$ cat src/rtl/alu_pkg.sv
// Shared ALU/arbiter types: opcodes, flag bit positions and arbiter FSM states.
package alu_pkg;

    typedef enum logic [2:0] {
        OP_ADD  = 3'd0,
        OP_SUB  = 3'd1,
        OP_AND  = 3'd2,
        OP_OR   = 3'd3,
        OP_XOR  = 3'd4,
        OP_INC  = 3'd5,
        OP_MOVA = 3'd6,
        OP_MOVB = 3'd7
    } alu_op_t;

    // Flag vector is read MSB-first as zero, negative, overflow.
    localparam int FLAG_OVF  = 0;
    localparam int FLAG_NEG  = 1;
    localparam int FLAG_ZERO = 2;

    typedef enum logic [1:0] {
        ST_IDLE = 2'd0,
        ST_EXEC = 2'd1,
        ST_RESP = 2'd2
    } state_t;

endpackage

$ cat src/rtl/alu.sv
// Combinational BW-bit two's-complement ALU with zero/negative/overflow flags.
module alu
    import alu_pkg::*;
#(
    parameter int BW = 16
) (
    input  logic signed [BW-1:0] a,
    input  logic signed [BW-1:0] b,
    input  alu_op_t              op,
    output logic signed [BW-1:0] y,
    output logic [2:0]           flags
);

    logic ovf;

    always_comb begin
        y   = '0;
        ovf = 1'b0;
        case (op)
            OP_ADD: begin
                y   = a + b;
                ovf = (a[BW-1] == b[BW-1]) && (y[BW-1] != a[BW-1]);
            end
            OP_SUB: begin
                y   = a - b;
                ovf = (a[BW-1] != b[BW-1]) && (y[BW-1] != a[BW-1]);
            end
            OP_AND:  y = a & b;
            OP_OR:   y = a | b;
            OP_XOR:  y = a ^ b;
            OP_INC:  y = a + BW'(1);
            OP_MOVA: y = a;
            OP_MOVB: y = b;
            default: y = '0;
        endcase
    end

    always_comb begin
        flags            = '0;
        flags[FLAG_OVF]  = ovf;
        flags[FLAG_NEG]  = y[BW-1];
        flags[FLAG_ZERO] = (y == '0);
    end

endmodule

$ cat src/rtl/alu_arbiter.sv
// Two-requester round-robin front end for the shared ALU with a valid/ready response.
// Optional ALU_ARBITER_OVF_CNT_EN adds a saturating 8-bit overflow event counter.
//
// state   | meaning
// IDLE    | grant one valid requester, capture its operands
// EXEC    | evaluate ALU on captured operands, register result
// RESP    | hold result valid until the consumer accepts it
module alu_arbiter
    import alu_pkg::*;
#(
    parameter int BW = 16
) (
    input  logic                  clk,
    input  logic                  rst,
    input  logic [1:0]            req_valid,
    output logic [1:0]            req_ready,
    input  logic [1:0][BW-1:0]    req_a,
    input  logic [1:0][BW-1:0]    req_b,
    input  logic [1:0][2:0]       req_op,
    output logic                  rsp_valid,
    input  logic                  rsp_ready,
    output logic                  rsp_id,
    output logic signed [BW-1:0]  rsp_out,
    output logic [2:0]            rsp_flags
`ifdef ALU_ARBITER_OVF_CNT_EN
    ,
    output logic [7:0]            ovf_cnt
`endif
);

    state_t             state;
    logic               last_id;
    logic               op_id;
    logic signed [BW-1:0] op_a;
    logic signed [BW-1:0] op_b;
    alu_op_t            op_code;
    logic [1:0]         grant;
    logic               gid;
    logic signed [BW-1:0] alu_y;
    logic [2:0]         alu_flags;

    // Under contention the requester that was not served last wins.
    always_comb begin
        grant = 2'b00;
        if (state == ST_IDLE && !rst) begin
            if (req_valid == 2'b11)
                grant = last_id ? 2'b01 : 2'b10;
            else
                grant = req_valid;
        end
    end

    assign gid       = grant[1];
    assign req_ready = grant;

    alu #(.BW(BW)) u_alu (
        .a     (op_a),
        .b     (op_b),
        .op    (op_code),
        .y     (alu_y),
        .flags (alu_flags)
    );

    always_ff @(posedge clk) begin
        if (rst) begin
            state     <= ST_IDLE;
            last_id   <= 1'b1;
            op_id     <= 1'b0;
            op_a      <= '0;
            op_b      <= '0;
            op_code   <= OP_ADD;
            rsp_valid <= 1'b0;
            rsp_id    <= 1'b0;
            rsp_out   <= '0;
            rsp_flags <= '0;
`ifdef ALU_ARBITER_OVF_CNT_EN
            ovf_cnt   <= '0;
`endif
        end else begin
            case (state)
                ST_IDLE: begin
                    if (grant != 2'b00) begin
                        op_id   <= gid;
                        op_a    <= req_a[gid];
                        op_b    <= req_b[gid];
                        op_code <= alu_op_t'(req_op[gid]);
                        state   <= ST_EXEC;
                    end
                end
                ST_EXEC: begin
                    rsp_out   <= alu_y;
                    rsp_flags <= alu_flags;
                    rsp_id    <= op_id;
                    rsp_valid <= 1'b1;
                    last_id   <= op_id;
                    state     <= ST_RESP;
`ifdef ALU_ARBITER_OVF_CNT_EN
                    if (alu_flags[FLAG_OVF] && ovf_cnt != 8'hFF)
                        ovf_cnt <= ovf_cnt + 8'd1;
`endif
                end
                ST_RESP: begin
                    if (rsp_ready) begin
                        rsp_valid <= 1'b0;
                        state     <= ST_IDLE;
                    end
                end
                default: state <= ST_IDLE;
            endcase
        end
    end

endmodule
$ cat config.mk
export PLATFORM = sky130hd
export DESIGN_NAME = alu_arbiter
export DESIGN_NICKNAME = d
export VERILOG_FILES = /design/src/rtl/alu_pkg.sv /design/src/rtl/alu.sv /design/src/rtl/alu_arbiter.sv
export SDC_FILE = /design/constraint.sdc
export NUM_CORES = 1
export LEC_CHECK = 0
export BUFFER_PORTS_ARGS = -buffer_cell sky130_fd_sc_hd__buf_2
export CORE_ASPECT_RATIO = 0.75
export CORE_MARGIN = 2
export CORE_UTILIZATION = 29
export CTS_CLUSTER_DIAMETER = 200
export DETAILED_ROUTE_END_ITERATION = 8
export PLACE_DENSITY = 0.48
export REMOVE_ABC_BUFFERS = 1
export SYNTH_ARGS = -nofsm -noshare
export SYNTH_HDL_FRONTEND = slang
export SYNTH_HIERARCHICAL = 1
export SYNTH_SLANG_ARGS = --single-unit
$ cat constraint.sdc
create_clock -name clk -period 5.1 [get_ports clk]
set_clock_uncertainty 0.05 [all_clocks]
set_input_delay 0.51 -clock clk [delete_from_list [all_inputs] [get_ports clk]]
set_output_delay 0.51 -clock clk [all_outputs]
set_load 0.005 [all_outputs]
==> results.cfg <==
[clock_tree]
clockBufferDepth = 2
clock_sinks = 60
cts-resized-gates = 0
hold_buffers = 0
h-tree-depth = 3
clkSlewWorstSetupHoldPaths_ns = 0.06
clkLatencyLatePin_ns = 0.34
post_cts_buffers = 0
root_buffer = clkbuf_16
cts_tree = done
numCtsBuffers = 9

[sta]
fin_crit_ns = 3.70
tns_ns = 0
max_freq_mhz = 270
setup_violations = 0
slew_headroom = 0.450
finalCritPeriodShare = 0.725
slew_viol_final = 0
worst_slack_ns = 1.40
rsz0062_at_grt = no
worst_slew_pin_slew_ns = 0.824
hold_viol_final = 0

[die]
die_w_microns = 168
dieArea_sq_mm = 0.0214
ios = 98
fp.dieH_microns = 127
initial_core_util = 0.293
row_count = 45
core_area_sq_mm = 0.0200

[synth]
yosys_most_used_dff = dfxtp_1
ys_seq_elements = 60
synthSimpleGateAreaFrac = 0.179
async_flop_share = 0
synthTopCellsByArea = dfxtp_1, ha_1, a21oi_1
synth_top_area_frac = 0.204
ys_warn_count = 6
ys_types = 87
synth_cells = 767
synth_top_family_by_area = compound AO/OA/AOI/OAI gates
synth_mux_area_frac = 0.0321
synth_edf_count = 0
seq_area_frac_synth = 0.204
synthXorXnorAreaFrac = 0.0283
syn_avg_cell_area_sq_um = 7.67
synth_top_cell_by_area = dfxtp_1
syn_area_sq_mm = 0.00588
synth_fa_ha_area_frac = 0.109
synth_compound_area_frac = 0.332

[worst_setup_path]
crit_arrival_ns = 3.93
worstSetupStartpointType = flop
crit_fanout = 11
startpoint = op_a[5]$_SDFFE_PP0P_
crit_type = flop to flop
required_ns = 5.33
r2r_setup_slack_ns = 1.40
reg2reg_to = rsp_flags[2]$_SDFFE_PP0P_
crit_end = rsp_flags[2]$_SDFFE_PP0P_
r2r_cells = 12
r2r_start = op_a[5]$_SDFFE_PP0P_
endpoint_kind = flop

[global_route]
grt_first_pass_wirelength_microns = 31500
grt_pass1_vias = 5475
grt-ovfl-total = 0
grt_max_degree = 72
grt.total_usage = 0.189
antenna_found_initial = 0

[layout]
final_nets = 949
drive_gt1_frac = 0.197
final_area_sq_mm = 0.00662
n_antenna_cell = 0
nFillCells = 2198
area_growth_pct = 12.6

[drt]
via_per_inst = 5.42
drcViolationCount = 0
ant_nets = 0
wl_microns = 20300
drtIter0Drc = 621
wl_per_cell_microns = 18.7
dr.pass1.iters = 5
vias = 5896

[place]
dpl_worst_slack_ns = 1.41
dpl.hpwl_microns = 14800
io_buffers = 97
gp_congestion = 0.934
dpl_cell_area_sq_mm = 0.00635

[pwr]
irDropWorstVdd_mv = 0.113
power_density_mw_per_mm2 = 292
total_power_mw = 1.93
p_leak_nw = 2.54

[flow_run]
maxCapViolations = 0

[hold_path]
hold_path.class = input pin to flop

[outcome]
status = finished, final reports clean
worst min path at each step:
| stage | start | endpoint | slack, ns | cells past startpoint |
|---|---|---|---|---|
| after floorplan | op_id$_SDFFE_PP0P_ | last_id$_SDFFE_PP1P_ | 0.38 | 2 |
| after global placement | rsp_id$_SDFFE_PP0P_ | rsp_id$_SDFFE_PP0P_ | 0.39 | 2 |
| after detailed placement | rsp_id$_SDFFE_PP0P_ | rsp_id$_SDFFE_PP0P_ | 0.40 | 2 |
| after CTS | req_a[30] | op_a[14]$_SDFFE_PP0P_ | 0.38 | 3 |
| after global routing | req_a[27] | op_a[11]$_SDFFE_PP0P_ | 0.40 | 3 |
| final | req_a[30] | op_a[14]$_SDFFE_PP0P_ | 0.39 | 3 |
where the power goes:
part           internal, mW  leakage, nW  total [mW]  switching [mW]
Sequential            0.514        0.493       0.576          0.0620
Clock                 0.325        0.131       0.556           0.231
Combinational         0.315         1.92       0.803           0.488
Total                  1.15         2.54        1.93           0.780
layout by cell type, fill, tap and decap left out, types with 6 or more instances in the layout:
| master | n |
|---|---|
| a211oi_1 | 11 |
| a21oi_1 | 95 |
| a311oi_1 | 36 |
| buf_2 | 97 |
| buf_4 | 15 |
| clkbuf_16 | 9 |
| dfxtp_1 | 60 |
| ha_1 | 48 |
| inv_1 | 55 |
| nand2_1 | 74 |
| nand3_1 | 43 |
| nand4_1 | 9 |
| nor2_1 | 31 |
| nor2b_1 | 6 |
| nor3_1 | 13 |
| o211ai_1 | 7 |
| o21ai_0 | 51 |
| o21ai_1 | 7 |
| o221ai_1 | 6 |
| o22ai_1 | 6 |
| xnor2_1 | 17 |
sequential cells by signal, indices dropped and copies added, names as in the netlist:
signal / cells
last_id: 1
op_a: 16
op_b: 16
op_code: 3
op_id: 1
rsp_flags: 3
rsp_id: 1
rsp_out: 16
rsp_valid: 1
state: 2
metal layers:
layer	GRT usage	vias to the layer above	wire length, microns
met2	0.259	221	7760
met3	0.0279	18	1250
met4	0.0436	0	225
li1	-	2944	-
met5	0	-	0
met1	0.304	2713	11100
Yosys cell counts (6+ instances only):
master    count
buf_2        19
nand2_1      74
inv_1        55
o21ai_0      51
a21oi_1      95
xnor2_1      17
nand4_1       9
a211oi_1     11
clkbuf_1     21
clkbuf_8      8
nor2_1       31
a311oi_1     36
o221ai_1      6
o211ai_1      7
ha_1         48
nor2b_1       6
nor3_1       14
dfxtp_1      60
nand3_1      43
o22ai_1       6
o21ai_1       7
buf_6         8
final cells by class:
cell class                      count  area [sq um]  area share
Clock buffer                        9           225      0.0340
Clock inverter                      7          43.8     0.00662
Inverter                           57           214      0.0323
Multi-Input combinational cell    584          4020       0.607
Sequential cell                    60          1200       0.181
Tap cell                          258           323      0.0488
Timing Repair Buffer              112           598      0.0903
metrics by stage:
stage	hold WS [ns]	util	cells
6_report	0.392	0.330	1087
5_1_grt	0.396	0.330	1087
4_1_cts	0.380	0.330	1087
3_5_place_dp	0.395	0.317	1071
3_3_place_gp	0.394	0.317	1071
2_1_floorplan	0.377	-	701
kinds of logic after synthesis:
logic type               after synthesis
AO/OA/AOI/OAI                        292
multiplexers                          11
XOR/XNOR                              19
buffers and inverters                123
adder cells (fa/ha/maj)               50
AND/OR/NAND/NOR                      212
flip-flops                            60
critical path, stage by stage (launching register included):
cell	delay (ns)
dfxtp_1	0.47
inv_1	0.13
ha_1	0.47
or3_1	0.43
o221ai_2	0.32
a211oi_1	0.22
o31a_1	0.35
a221oi_2	0.22
o32ai_1	0.15
or3_1	0.41
nor4_2	0.21
nand2_1	0.07
a21oi_1	0.11
(Power assumes the default switching activity.)
